## src/rtl/ping_scheduler_if.sv

```systemverilog
// Bundles the control, echo/trigger and result signals of the ping scheduler.
// The scheduler uses the slave modport; whatever drives enable/mask/echo uses master.
interface ping_scheduler_if #(
  parameter int NUM_SENSORS = 4,
  parameter int CNT_W       = 18
);
  logic                   enable;
  logic [NUM_SENSORS-1:0] sensor_mask;
  logic [NUM_SENSORS-1:0] echo;
  logic [NUM_SENSORS-1:0] trig;
  logic                   busy;
  logic                   result_valid;
  logic [2:0]             result_sensor;
  logic [CNT_W-1:0]       result_width;
  logic                   result_timeout;

  modport master (
    output enable, sensor_mask, echo,
    input  trig, busy, result_valid, result_sensor, result_width, result_timeout
  );

  modport slave (
    input  enable, sensor_mask, echo,
    output trig, busy, result_valid, result_sensor, result_width, result_timeout
  );
endinterface

```

## src/rtl/ping_scheduler.sv

```systemverilog
// Round-robin ultrasonic ping sequencer: one transducer at a time, trigger,
// blanking, echo-width measurement with timeout, then a holdoff before the next ping.
module ping_scheduler #(
  parameter int NUM_SENSORS    = 4,
  parameter int CNT_W          = 18,
  parameter int TRIG_CYCLES    = 22,
  parameter int BLANK_CYCLES   = 30,
  parameter int TIMEOUT_CYCLES = 79000,
  parameter int HOLDOFF_CYCLES = 20800
) (
  input  logic             osc_clk,
  input  logic             stdby_in,
  ping_scheduler_if.slave  bus
);

  typedef enum logic [2:0] {
    IDLE,
    TRIG,
    WAIT_RISE,
    MEASURE,
    RESULT,
    HOLDOFF
  } state_e;

  localparam logic [CNT_W-1:0] CNT_MAX      = '1;
  localparam logic [CNT_W-1:0] TRIG_LAST    = CNT_W'(TRIG_CYCLES - 1);
  localparam logic [CNT_W-1:0] BLANK_T      = CNT_W'(BLANK_CYCLES);
  localparam logic [CNT_W-1:0] TIMEOUT_LAST = CNT_W'(TIMEOUT_CYCLES - 1);
  localparam logic [CNT_W-1:0] HOLD_LAST    = CNT_W'(HOLDOFF_CYCLES - 1);
  localparam logic [2:0]       LAST_INIT    = 3'(NUM_SENSORS - 1);

  state_e                 state_q, state_d;
  logic [CNT_W-1:0]       t_q, t_d;
  logic [CNT_W-1:0]       w_q, w_d;
  logic [2:0]             sel_q, sel_d;
  logic [2:0]             last_sel_q, last_sel_d;
  logic [2:0]             res_sensor_q, res_sensor_d;
  logic [CNT_W-1:0]       res_width_q, res_width_d;
  logic                   res_timeout_q, res_timeout_d;
  logic [NUM_SENSORS-1:0] echo_meta_q, echo_s_q, echo_d_q;

  logic [NUM_SENSORS-1:0] sel_onehot;
  logic                   rise, fall;
  logic [CNT_W-1:0]       t_inc, w_inc;
  logic [2:0]             next_sel;
  logic                   next_found;
  logic [4:0]             cand;
  logic [NUM_SENSORS-1:0] rot;

  assign sel_onehot = {{(NUM_SENSORS-1){1'b0}}, 1'b1} << sel_q;
  assign rise       = |(echo_s_q & ~echo_d_q & sel_onehot);
  assign fall       = |(~echo_s_q & echo_d_q & sel_onehot);
  assign t_inc      = (t_q == CNT_MAX) ? t_q : t_q + 1'b1;
  assign w_inc      = (w_q == CNT_MAX) ? w_q : w_q + 1'b1;

  // Search the mask cyclically, starting just after the last served sensor.
  always_comb begin
    next_sel   = last_sel_q;
    next_found = 1'b0;
    cand       = '0;
    rot        = '0;
    for (int i = 1; i <= NUM_SENSORS; i++) begin
      cand = {2'b00, last_sel_q} + 5'(i);
      if (cand >= 5'(NUM_SENSORS)) begin
        cand = cand - 5'(NUM_SENSORS);
      end
      rot = bus.sensor_mask >> cand;
      if (!next_found && rot[0]) begin
        next_found = 1'b1;
        next_sel   = cand[2:0];
      end
    end
  end

  always_comb begin
    state_d       = state_q;
    t_d           = t_q;
    w_d           = w_q;
    sel_d         = sel_q;
    last_sel_d    = last_sel_q;
    res_sensor_d  = res_sensor_q;
    res_width_d   = res_width_q;
    res_timeout_d = res_timeout_q;
    unique case (state_q)
      IDLE: begin
        if (bus.enable && next_found) begin
          sel_d   = next_sel;
          t_d     = '0;
          state_d = TRIG;
        end
      end
      TRIG: begin
        t_d = t_inc;
        if (t_q == TRIG_LAST) begin
          state_d = WAIT_RISE;
        end
      end
      WAIT_RISE: begin
        t_d = t_inc;
        if (rise && (t_q >= BLANK_T)) begin
          w_d     = '0;
          state_d = MEASURE;
        end else if (t_q == TIMEOUT_LAST) begin
          res_sensor_d  = sel_q;
          res_width_d   = CNT_MAX;
          res_timeout_d = 1'b1;
          state_d       = RESULT;
        end
      end
      // A fall on the final allowed cycle still counts as a valid echo.
      MEASURE: begin
        w_d = w_inc;
        if (fall) begin
          res_sensor_d  = sel_q;
          res_width_d   = w_q + 1'b1;
          res_timeout_d = 1'b0;
          state_d       = RESULT;
        end else if (w_q == TIMEOUT_LAST) begin
          res_sensor_d  = sel_q;
          res_width_d   = CNT_MAX;
          res_timeout_d = 1'b1;
          state_d       = RESULT;
        end
      end
      RESULT: begin
        last_sel_d = sel_q;
        t_d        = '0;
        state_d    = HOLDOFF;
      end
      HOLDOFF: begin
        t_d = t_inc;
        if (t_q == HOLD_LAST) begin
          state_d = IDLE;
        end
      end
      default: begin
        state_d = IDLE;
      end
    endcase
  end

  always_ff @(posedge osc_clk) begin
    if (stdby_in) begin
      state_q       <= IDLE;
      t_q           <= '0;
      w_q           <= '0;
      sel_q         <= '0;
      last_sel_q    <= LAST_INIT;
      res_sensor_q  <= '0;
      res_width_q   <= '0;
      res_timeout_q <= 1'b0;
      echo_meta_q   <= '0;
      echo_s_q      <= '0;
      echo_d_q      <= '0;
    end else begin
      state_q       <= state_d;
      t_q           <= t_d;
      w_q           <= w_d;
      sel_q         <= sel_d;
      last_sel_q    <= last_sel_d;
      res_sensor_q  <= res_sensor_d;
      res_width_q   <= res_width_d;
      res_timeout_q <= res_timeout_d;
      echo_meta_q   <= bus.echo;
      echo_s_q      <= echo_meta_q;
      echo_d_q      <= echo_s_q;
    end
  end

  assign bus.trig           = (state_q == TRIG) ? sel_onehot : '0;
  assign bus.busy           = (state_q != IDLE);
  assign bus.result_valid   = (state_q == RESULT);
  assign bus.result_sensor  = res_sensor_q;
  assign bus.result_width   = res_width_q;
  assign bus.result_timeout = res_timeout_q;

endmodule

```

## src/flat_wrapper.sv

```systemverilog
// flat-port wrapper written by rule: the top's interface ports become plain ports
module ping_scheduler_flat 
#(
  parameter int NUM_SENSORS    = 4,
  parameter int CNT_W          = 18,
  parameter int TRIG_CYCLES    = 22,
  parameter int BLANK_CYCLES   = 30,
  parameter int TIMEOUT_CYCLES = 79000,
  parameter int HOLDOFF_CYCLES = 20800
)
  (osc_clk, stdby_in, bus_enable, bus_sensor_mask, bus_echo, bus_trig, bus_busy, bus_result_valid, bus_result_sensor, bus_result_width, bus_result_timeout);
  ping_scheduler_if #(.NUM_SENSORS(NUM_SENSORS), .CNT_W(CNT_W)) bus_i ();
  input  logic osc_clk;
  input  logic stdby_in;
  input wire logic [$bits(bus_i.enable)-1:0] bus_enable;
  input wire logic [$bits(bus_i.sensor_mask)-1:0] bus_sensor_mask;
  input wire logic [$bits(bus_i.echo)-1:0] bus_echo;
  output wire logic [$bits(bus_i.trig)-1:0] bus_trig;
  output wire logic [$bits(bus_i.busy)-1:0] bus_busy;
  output wire logic [$bits(bus_i.result_valid)-1:0] bus_result_valid;
  output wire logic [$bits(bus_i.result_sensor)-1:0] bus_result_sensor;
  output wire logic [$bits(bus_i.result_width)-1:0] bus_result_width;
  output wire logic [$bits(bus_i.result_timeout)-1:0] bus_result_timeout;
  assign bus_i.enable = bus_enable;
  assign bus_i.sensor_mask = bus_sensor_mask;
  assign bus_i.echo = bus_echo;
  assign bus_trig = bus_i.trig;
  assign bus_busy = bus_i.busy;
  assign bus_result_valid = bus_i.result_valid;
  assign bus_result_sensor = bus_i.result_sensor;
  assign bus_result_width = bus_i.result_width;
  assign bus_result_timeout = bus_i.result_timeout;
  ping_scheduler #(.NUM_SENSORS(NUM_SENSORS), .CNT_W(CNT_W), .TRIG_CYCLES(TRIG_CYCLES), .BLANK_CYCLES(BLANK_CYCLES), .TIMEOUT_CYCLES(TIMEOUT_CYCLES), .HOLDOFF_CYCLES(HOLDOFF_CYCLES)) u_core (.osc_clk(osc_clk), .stdby_in(stdby_in), .bus(bus_i));
endmodule
```

## config.mk

```make
export PLATFORM = sky130hd
export DESIGN_NAME = ping_scheduler_flat
export DESIGN_NICKNAME = d
export VERILOG_FILES = /design/src/rtl/ping_scheduler_if.sv /design/src/rtl/ping_scheduler.sv /design/src/flat_wrapper.sv
export SDC_FILE = /design/constraint.sdc
export NUM_CORES = 1
export LEC_CHECK = 0
export BUFFER_PORTS_ARGS = -buffer_cell sky130_fd_sc_hd__buf_2
export CORE_MARGIN = 10
export CORE_UTILIZATION = 45
export DETAILED_ROUTE_END_ITERATION = 12
export PLACE_DENSITY_LB_ADDON = 0.12
export SETUP_SLACK_MARGIN = 0.4
export SYNTH_ARGS = -nofsm -noshare
export SYNTH_HDL_FRONTEND = slang
export SYNTH_SLANG_ARGS = --single-unit
```

## constraint.sdc

```tcl
create_clock -name osc_clk -period 2.45 [get_ports osc_clk]
set_clock_uncertainty 0.05 [all_clocks]
set_input_delay 0.3675 -clock osc_clk [delete_from_list [all_inputs] [get_ports osc_clk]]
set_output_delay 0.3675 -clock osc_clk [all_outputs]
set_load 0.005 [all_outputs]
```

======== Word-level counts from Yosys, hierarchy flattened ========
Cells that the tools add are included.
cells by class
  add/subtract/negate cells ............... 10
  shift operators ......................... 5
  order comparisons ....................... 5
  reduce and logical (&&, ||, !) cells .... 20
  eq/ne operators ......................... 21
  bitwise gates (word level) .............. 6
  div/mod/pow operators ................... 0
  multiply operators ...................... 0
  muxes and demuxes ....................... 42
operators by type and width
  kind                                                   number
  2-to-1 mux 18 bit                                      8
  case mux 18 bit (2 select lines)                       2
  case mux 18 bit (3 select lines)                       1
  2-to-1 mux 3 bit                                       15
  adder 18 x 1 -> 18 bit, second input constant          2
  equality test 18 x 17 -> 1 bit, second input constant  2
  equality test 18 bit, second input constant            2
  >= comparator 5 x 3 -> 1 bit, second input constant    4
  2-to-1 mux 5 bit                                       4
  right shift 4 x 5 -> 1 bit                             4
  subtractor 5 x 3 -> 5 bit, second input constant       4
  equality test 18 x 15 -> 1 bit, second input constant  1
  equality test 18 x 5 -> 1 bit, second input constant   1
  >= comparator 18 x 5 -> 1 bit, second input constant   1
  case mux 3 bit (6 select lines)                        1
  AND 4 bit                                              4
  inequality test 2 x 1 -> 1 bit, second input constant  5
  adder 3 x 2 -> 4 bit, second input constant            2
  2-to-1 mux 1 bit                                       8
  NOT 4 bit                                              2
  OR reduction 4 bit                                     2
  equality test 3 x 2 -> 1 bit, second input constant    2
  equality test 3 bit, second input constant             2
  inequality test 2 bit, second input constant           3
  other kinds (18)                                       27
word-level totals
  word-level logic and storage cells ...... 120
  RAM bits ................................ 0
  output and inout port bits .............. 28
  bits in read-only memories .............. 0
  memories ................................ 0
  bits in latches ......................... 0
  bits in registers ....................... 79
  input bits .............................. 11

======== Logic depth before layout (Yosys ltp) ========
Gate-level depths: netlist (run 1).
  word-level depth ........................ 17
  gate-level depth with buffers ........... 11
  depth with buffers taken out ............ 8

======== Least setup slack after synthesis (run 1) ========
Ideal clock, no wire load.
  path type ............................... register -> register
  from .................................... reg u_core.last_sel_q[1]
  to ...................................... reg u_core.t_q[2]
  path buffers ............................ 2
  period minus slack after synthesis ...... 2.684 ns
  library setup time ...................... 0.117 ns
  setup slack ............................. -0.234 ns
  stages on the path, launching flop included .. 11
  arrival ................................. 2.517 ns
  cells stage by stage .................... dfxtp_1 inv_1 ha_1 buf_2 mux2_2 and3_1 or4_4 o211ai_1 buf_2 xor2_1 nor2_1
on the way
  cells in the longest elaborated chain, start to end .. 17
  elaborated cells between the ends (all ways) .. 33
ends and longest elaborated chain
  item                                                                              line                                        text
  start: declaration                                                                ping_scheduler.sv:36                        logic [2:0] last_sel_q, last_sel_d;
  start signal: assignment                                                          ping_scheduler.sv:160                       last_sel_q <= last_sel_d;
  adder 3 x 1 -> 4 bit                                                              ping_scheduler.sv:63                        cand = {2'b00, last_sel_q} + 5'(i);
  subtractor 5 x 3 -> 5 bit / >= comparator 5 x 3 -> 1 bit (equally long branches)  ping_scheduler.sv:65, ping_scheduler.sv:64
  2-to-1 mux 5 bit                                                                  ping_scheduler.sv:64                        if (cand >= 5'(NUM_SENSORS)) begin
  right shift 4 x 5 -> 1 bit                                                        ping_scheduler.sv:67                        rot = bus.sensor_mask >> cand;
  2-to-1 mux 1 bit                                                                  ping_scheduler.sv:68                        if (!next_found && rot[0]) begin
  logical NOT 1 bit                                                                 ping_scheduler.sv:68
  logical AND 1 bit                                                                 ping_scheduler.sv:68
  2-to-1 mux 1 bit                                                                  ping_scheduler.sv:68
  logical NOT 1 bit                                                                 ping_scheduler.sv:68
  logical AND 1 bit                                                                 ping_scheduler.sv:68
  2-to-1 mux 1 bit                                                                  ping_scheduler.sv:68
  logical NOT 1 bit                                                                 ping_scheduler.sv:68
  logical AND 1 bit                                                                 ping_scheduler.sv:68
  2-to-1 mux 1 bit *                                                                ping_scheduler.sv:68
  logical AND 1 bit *                                                               ping_scheduler.sv:86                        if (bus.enable && next_found) begin
  inequality test 2 x 1 -> 1 bit (no line) *                                        --
  AND reduction 3 bit (no line) *                                                   --
  end signal: assignment                                                            ping_scheduler.sv:157                       t_q <= t_d;
  end: declaration                                                                  ping_scheduler.sv:33                        logic [CNT_W-1:0] t_q, t_d;
Every way passes the cells marked *; elsewhere a longest branch is shown, timed or not.
A chain may end at the register's enable or synchronous reset.

======== Final worst setup path (run 1) ========
  from .................................... reg u_core.last_sel_q[1]
  to ...................................... reg u_core.t_q[6]
The elaborated chain is that of the path after synthesis.

==> results_dict.tcl, run 1 <==
set metrics [dict create \
    status "finished, final reports clean" \
    hold_class "in2reg" \
    place_congestion 0.889 \
    vias 3939 \
    die-area_mm2 0.0134 \
    setup_viol_count_final 0 \
    clk_pin_slew_worst_paths_ns 0.09 \
    grt_pass1_vias 3854 \
    maxCapViolCount 0 \
    cts_tree "yes" \
    fp.dieW_um 116 \
    fin_ws_ns 0.0110 \
    fmax_ghz 0.410 \
    ios 39 \
    drt-initial-drc-count 236 \
    syn2layout_area_growth_pct 30.6 \
    rows 34 \
    num_antenna_cells 0 \
    antenna_left 0 \
    worst_slew_pin_slew_ns 0.594 \
    avgRoutedWirePerCell_um 16.3 \
    tns_ns 0 \
    min_to "u_core.echo_meta_q[3]" \
    synth_enable_flop_cells 0 \
    vias_per_cell 5.80 \
    finalCritPeriodShare 0.996 \
    slew-limit-headroom 0.602 \
    r2r_cells 9 \
    crit_type "reg2reg" \
    drc 0 \
    synthCells 495 \
    syn-num-nets 511 \
    p_per_area_mw_per_mm2 602 \
    r2r_setup_slack_ns 0.01 \
    hp-start "bus_echo[3]" \
    clock_path_buffers 2 \
    finalHoldViolations 0 \
    fin_nets 582 \
    grt_pass1_wl_mm 18.1 \
    cp_max_fo 13 \
    clk_latency_ns 0.35 \
    initial_core_util 0.469 \
    overflow 0 \
    end_kind "flip-flop" \
    core-area_mm2 0.00881 \
    syn_area_mm2 0.00413 \
    total_power_mw 3.25 \
    ys_seq_area_frac 0.383 \
    clock-sinks 79 \
    critPathLaunchType "flip-flop" \
    slew_viol_final 0 \
    fin_crit_ns 2.44 \
    wl_mm 11.1 \
    fin_hold_ws_ns 0.171 \
    ys_ff_latch 79 \
    r2r_start "u_core.last_sel_q[1]" \
    yosysWarnings 0 \
    drive_gt1_frac 0.326 \
    ir_worst_vdd_uv 286 \
    syn_avg_cell_area_um2 8.34 \
    cts_buffers 9 \
    r2r-end "u_core.t_q[6]" \
    whs_path_depth 2 \
    pre_cts_ws_ns 0.00115 \
    antenna_found_initial 0 \
    track_usage 0.164 \
    ys_types 68 \
    grt_max_degree 23 \
    ctsHtreeMaxLevel 3 \
    ys_dominant_reg_cell "dfxtp_1" \
    io_buffers 38 \
    rsz0062_at_grt "yes" \
    leakagePower_nw 1.99 \
    fill_cells 787 \
    dpl.hpwl_mm 7.53 \
    synthArstFlopShare 0 \
    cp_data_arrival_time_ns 2.65 \
    die_h_um 116 \
    drt_first_pass_iters 5 \
    clockRootBuffer "clkbuf_8" \
    required_ns 2.67 \
]
## report_power, final
part / switching, mW / internal, mW
logic: 0.455 / 0.466
clock network: 0.505 / 0.403
registers: 0.0631 / 1.35
## worst max path at each step
stage	startpoint	endpoint	slack (ns)	cells past startpoint
2_1_floorplan	u_core.last_sel_q[0]	u_core.t_q[13]	-0.0002	11
3_3_place_gp	u_core.last_sel_q[1]	u_core.t_q[11]	0.09	9
3_5_place_dp	u_core.last_sel_q[1]	u_core.t_q[11]	0.001	9
4_1_cts	u_core.last_sel_q[1]	u_core.t_q[11]	0.02	10
5_1_grt	u_core.last_sel_q[1]	u_core.t_q[8]	-0.12	9
6_report	u_core.last_sel_q[1]	u_core.t_q[6]	0.01	9
## cell type report
class                           instances  area (µm²)  share of cell area
Clock buffer                           11         141              0.0262
Inverter                               19        73.8              0.0137
Multi-Input combinational cell        363        2670               0.496
Timing Repair Buffer                   94         726               0.135
Tap cell                              108         135              0.0251
Sequential cell                        79        1600               0.297
Clock inverter                          5        40.0             0.00743
## per-layer routing
metal	GRT usage	wire [µm]	up-vias
met4	0.0392	114	0
met2	0.286	5530	110
met5	0	0	-
met1	0.204	4900	1861
li1	-	-	1954
met3	0.0326	548	14
## critical path, stage by stage, from the launching register on
cell and delay [ns]:
dfxtp_4 0.37, inv_4 0.04, ha_4 0.31, mux2_4 0.32, and3_4 0.19, or4_4 0.43
o211ai_1 0.17, buf_4 0.20, o21ai_1 0.09, a21oi_1 0.18
## repair_timing
action | 4_1_cts | 5_1_grt
hold buffers | 0 | 0
endpoints found under the setup margin | 65 | 70
cloned | 4 | 2
endpoints found under the hold margin | 0 | 0
pin swaps | 8 | 21
buffers inserted | 10 | 2
resized for setup | 34 | 43
## cells in the mapped netlist, types with 3 or more instances
| cell type | number | area [µm²] |
|---|---|---|
| a311oi_1 | 11 | 96.3 |
| nand2b_1 | 7 | 43.8 |
| nand3_1 | 23 | 115 |
| o31ai_1 | 8 | 60.1 |
| ha_1 | 5 | 62.6 |
| o211ai_1 | 3 | 22.5 |
| or3_1 | 10 | 62.6 |
| o21a_1 | 17 | 128 |
| a21oi_1 | 51 | 255 |
| and3_1 | 8 | 50.1 |
| nand2_1 | 43 | 161 |
| o21ai_0 | 13 | 65.1 |
| a31oi_1 | 4 | 25.0 |
| mux2i_1 | 7 | 70.1 |
| clkbuf_1 | 22 | 82.6 |
| and4_1 | 3 | 26.3 |
| nor3_1 | 13 | 65.1 |
| nor4_1 | 4 | 25.0 |
| buf_2 | 8 | 40.0 |
| nor3b_1 | 3 | 22.5 |
| nand4_1 | 6 | 37.5 |
| and2_1 | 6 | 37.5 |
| nor2_1 | 27 | 101 |
| xor2_1 | 11 | 96.3 |
| xnor2_1 | 6 | 52.6 |
| inv_1 | 19 | 71.3 |
| dfxtp_1 | 79 | 1580 |
| o2bb2ai_1 | 3 | 26.3 |
| or4_1 | 9 | 67.6 |
| mux2_2 | 4 | 45.0 |
| nor2b_1 | 12 | 75.1 |
## placed cells by master (no fill, tap or decap), types with 7 or more instances in the layout
master,Yosys,layout
clkbuf_8,0,10
buf_4,1,40
dfxtp_2,0,11
nor2_1,27,26
o21a_1,17,17
a21oi_1,51,46
or3_1,10,9
dfxtp_1,79,66
a311oi_1,11,9
o21ai_0,13,9
nand2_1,43,43
and3_1,8,7
buf_2,8,39
xor2_1,11,11
nand3_1,23,23
inv_1,19,17
nor2b_1,12,12
buf_6,1,10
## state kept, by name (all words and copies together), names as in the netlist
register,flops
u_core.bus.result_sensor,3
u_core.bus.result_timeout,1
u_core.bus.result_width,18
u_core.echo_d_q,4
u_core.echo_meta_q,4
u_core.echo_s_q,4
u_core.last_sel_q,3
u_core.sel_q,3
u_core.state_q,3
u_core.t_q,18
u_core.w_q,18
## cells by family after synthesis
| logic type | after synthesis | share of synthesized area |
|---|---|---|
| xor+xnor | 17 | 0.0361 |
| flops | 79 | 0.383 |
| buf+inv | 53 | 0.0534 |
| simple gates | 189 | 0.249 |
| fa+ha+maj | 5 | 0.0152 |
| mux | 12 | 0.0334 |
| compound gates | 140 | 0.230 |
## stage by stage
stage / instances / instance area [µm²] / utilization
after floorplan: 495 / 4220 / -
final: 679 / 5390 / 0.612
after CTS: 675 / 5130 / 0.582
after detailed placement: 645 / 4690 / 0.533
after global routing: 679 / 5390 / 0.612
after global placement: 645 / 4690 / 0.533
Note: power is estimated with default switching activity, not from simulation.
==> run 2: changes to the inputs <==
--- a/config.mk
+++ b/config.mk
@@ -5,10 +5,12 @@
 export SDC_FILE = /design/constraint.sdc
 export NUM_CORES = 1
 export LEC_CHECK = 0
+export ABC_AREA = 1
 export BUFFER_PORTS_ARGS = -buffer_cell sky130_fd_sc_hd__buf_2
 export CORE_MARGIN = 10
 export CORE_UTILIZATION = 45
 export DETAILED_ROUTE_END_ITERATION = 12
+export MAX_ROUTING_LAYER = met4
 export PLACE_DENSITY_LB_ADDON = 0.12
 export SETUP_SLACK_MARGIN = 0.4
 export SYNTH_ARGS = -nofsm -noshare
==> run 2 against run 1 <==
Net effect: routed wire length grew 10%; fmax grew 24%; power increased by 39%; first-iteration DRC count increased by 110%; cell area increased by 0.70%; critical endpoint is now u_core.t_q[2]; largest power group is now combinational logic.
==> results_dict.tcl, run 2 <==
set metrics [dict create \
    critPathLaunchType "flip-flop" \
    rows 36 \
    status "finished, final reports clean" \
    clock_path_buffers 2 \
    cp_max_fo 6 \
    yosysTopAreaCellShare 0.342 \
    holdBufCountCts 0 \
    synth_area_leader_cell "dfxtp_1" \
    grt_max_degree 32 \
    initial_core_util 0.467 \
    hp-start "bus_echo[3]" \
    core-area_mm2 0.00991 \
    path_buf_inv 2 \
    ys_types 37 \
    crit_path_frequent_cell "nand2_1" \
    antenna_found_initial 0 \
    stdcell_count 910 \
    clockRootBuffer "clkbuf_8" \
    clk_pin_slew_worst_paths_ns 0.10 \
    leakagePower_nw 2.29 \
    grt_pass1_vias 3993 \
    setup_viol_count_final 0 \
    fin_ws_ns 0.485 \
    final_cell_mix "nand2_1 (191), nor2_1 (104), inv_1 (87), dfxtp_1 (71), nand3_1 (56)" \
    num_antenna_cells 0 \
    rsz0062_at_grt "no" \
    p_per_area_mw_per_mm2 832 \
    track_usage 0.164 \
    ys_dominant_reg_cell "dfxtp_1" \
    dp.cells 878 \
    maxCapViolCount 0 \
    slew_viol_final 0 \
    yosysMostFrequentCell "nand2_1" \
    clock-sinks 79 \
    drive_gt1_frac 0.201 \
    ir_worst_vdd_uv 398 \
    syn_area_mm2 0.00463 \
    synthCells 718 \
    crit_slowest_cell "dfxtp_4" \
    cts_buffers 9 \
    avgRoutedWirePerCell_um 13.5 \
    cp-startpoint "u_core.last_sel_q[1]" \
    drt_first_pass_iters 5 \
    finalCritPeriodShare 0.802 \
    ys_ff_latch 79 \
    ctsHtreeMaxLevel 3 \
    ys_seq_area_frac 0.342 \
    fin_nets 789 \
    hold_class "in2reg" \
    syn_avg_cell_area_um2 6.45 \
    syn-num-nets 735 \
    synthTopCellsByCount "nand2_1 (194), nor2_1 (110), inv_1 (89), dfxtp_1 (79), nand3_1 (59)" \
    cp_data_arrival_time_ns 2.20 \
    fin_crit_ns 1.97 \
    cts_tree "yes" \
    crit_type "reg2reg" \
    r2r_start "u_core.last_sel_q[1]" \
    slew-limit-headroom 0.717 \
    place_congestion 0.947 \
    yosysWarnings 0 \
    path_cells "clkinvlp_4 -> ha_4 -> inv_2 -> nand2_1 -> nand2_1 -> nand2_1 -> nand2_2 -> nand4_4 -> nand2_4 -> nand2_8 -> nand2_8 -> nand2_1 -> a21oi_1" \
    finalHoldViolations 0 \
    die-area_mm2 0.0147 \
    grt_pass1_wl_mm 19.5 \
    wl_mm 12.2 \
    cpPeakStageDelay_ns 0.39 \
    ios 39 \
    dpl.hpwl_mm 8.57 \
    die_h_um 121 \
    final_common_cell "nand2_1" \
    synthArstFlopShare 0 \
    fmax_ghz 0.509 \
    yosys-top-cells-area "dfxtp_1 (34%), nand2_1 (16%), nor2_1 (8.9%)" \
    drt-initial-drc-count 505 \
    fill_cells 1032 \
    io_buffers 38 \
    syn2layout_area_growth_pct 17.2 \
    fp.dieW_um 121 \
    pre_cts_ws_ns 0.256 \
    vias_per_cell 5.01 \
    worst_slew_pin_slew_ns 0.423 \
    synth_enable_flop_cells 0 \
    vias 4563 \
    tns_ns 0 \
    drc 0 \
    required_ns 2.69 \
    clk_latency_ns 0.36 \
    antenna_left 0 \
    overflow 0 \
    end_kind "flip-flop" \
    path_delay_family "simple AND/OR/NAND/NOR gates" \
]
run 2: cell count changes after synthesis, moves of 10 or more:
cell,change
a311oi_1,-11
clkbuf_1,-15
inv_1,+70
nand2_1,+151
nand3_1,+36
nor2_1,+83
nor2b_1,-12
o21a_1,-17
or3_1,-10
run 2: repair_timing:
item,4_1_cts,5_1_grt
hold endpoints to repair,0,0
setup endpoints to repair,32,64
cloned,1,5
setup buffers,0,10
pin swaps,1,9
resized for setup,6,38
run 2: worst register-to-register path, cell delays in order (launching register included):
cell and delay [ns]:
dfxtp_4 0.39, clkinvlp_4 0.14, ha_4 0.27, inv_2 0.07, nand2_1 0.05, nand2_1 0.06, nand2_1 0.07, nand2_2 0.10
nand4_4 0.09, nand2_4 0.16, nand2_8 0.12, nand2_8 0.11, nand2_1 0.06, a21oi_1 0.15
run 2: worst paths after layout:
path / to / slack (ns) / depth (start not counted)
hold / removal: u_core.echo_meta_q[3] / 0.16 / 3
hold reg to reg: u_core.echo_s_q[0] / 0.36 / 2
setup / recovery: u_core.t_q[2] / 0.48 / 13
setup reg to reg: u_core.t_q[2] / 0.48 / 13
run 2: power breakdown:
part,internal [mW],switching [mW],leakage (nW),total [mW]
Clock,0.493,0.550,0.103,1.04
Combinational,0.694,1.18,1.54,1.87
Sequential,1.46,0.141,0.643,1.60
Total,2.65,1.87,2.29,4.52
run 2: per-layer routing:
metal	wire length (µm)	GRT usage	vias to the layer above
met5	0	-	-
met4	147	0.0395	0
met3	612	0.0326	14
met2	5290	0.236	107
met1	6190	0.228	2073
li1	-	-	2369
run 2: per-stage QoR:
stage	utilization	cell area [µm²]	hold WS [ns]	power [mW]
after floorplan	-	4630	0.338	2.74
after global placement	0.494	4900	0.349	3.06
after detailed placement	0.494	4900	0.355	3.09
after CTS	0.521	5160	0.145	4.23
after global routing	0.548	5430	0.153	4.86
final	0.548	5430	0.155	4.52
run 2: layout make-up:
class                      instances  area (µm²)  share of cell area
inverter                          98         382              0.0703
clock inverter                     7        83.8              0.0154
multi-input combinational        527        2730               0.503
tap                              133         166              0.0307
clock buffer                       9         124              0.0228
sequential                        79        1590               0.294
timing repair buffer              57         349              0.0643
run 2: logic make-up after synthesis:
kind of cell	Yosys count	synth area share
buffers and inverters	118	0.113
adders and majority gates	6	0.0162
and+or+nand+nor	423	0.406
DFF	79	0.342
AOI/OAI and AO/OA	72	0.0848
xor gates and xnor gates	20	0.0378
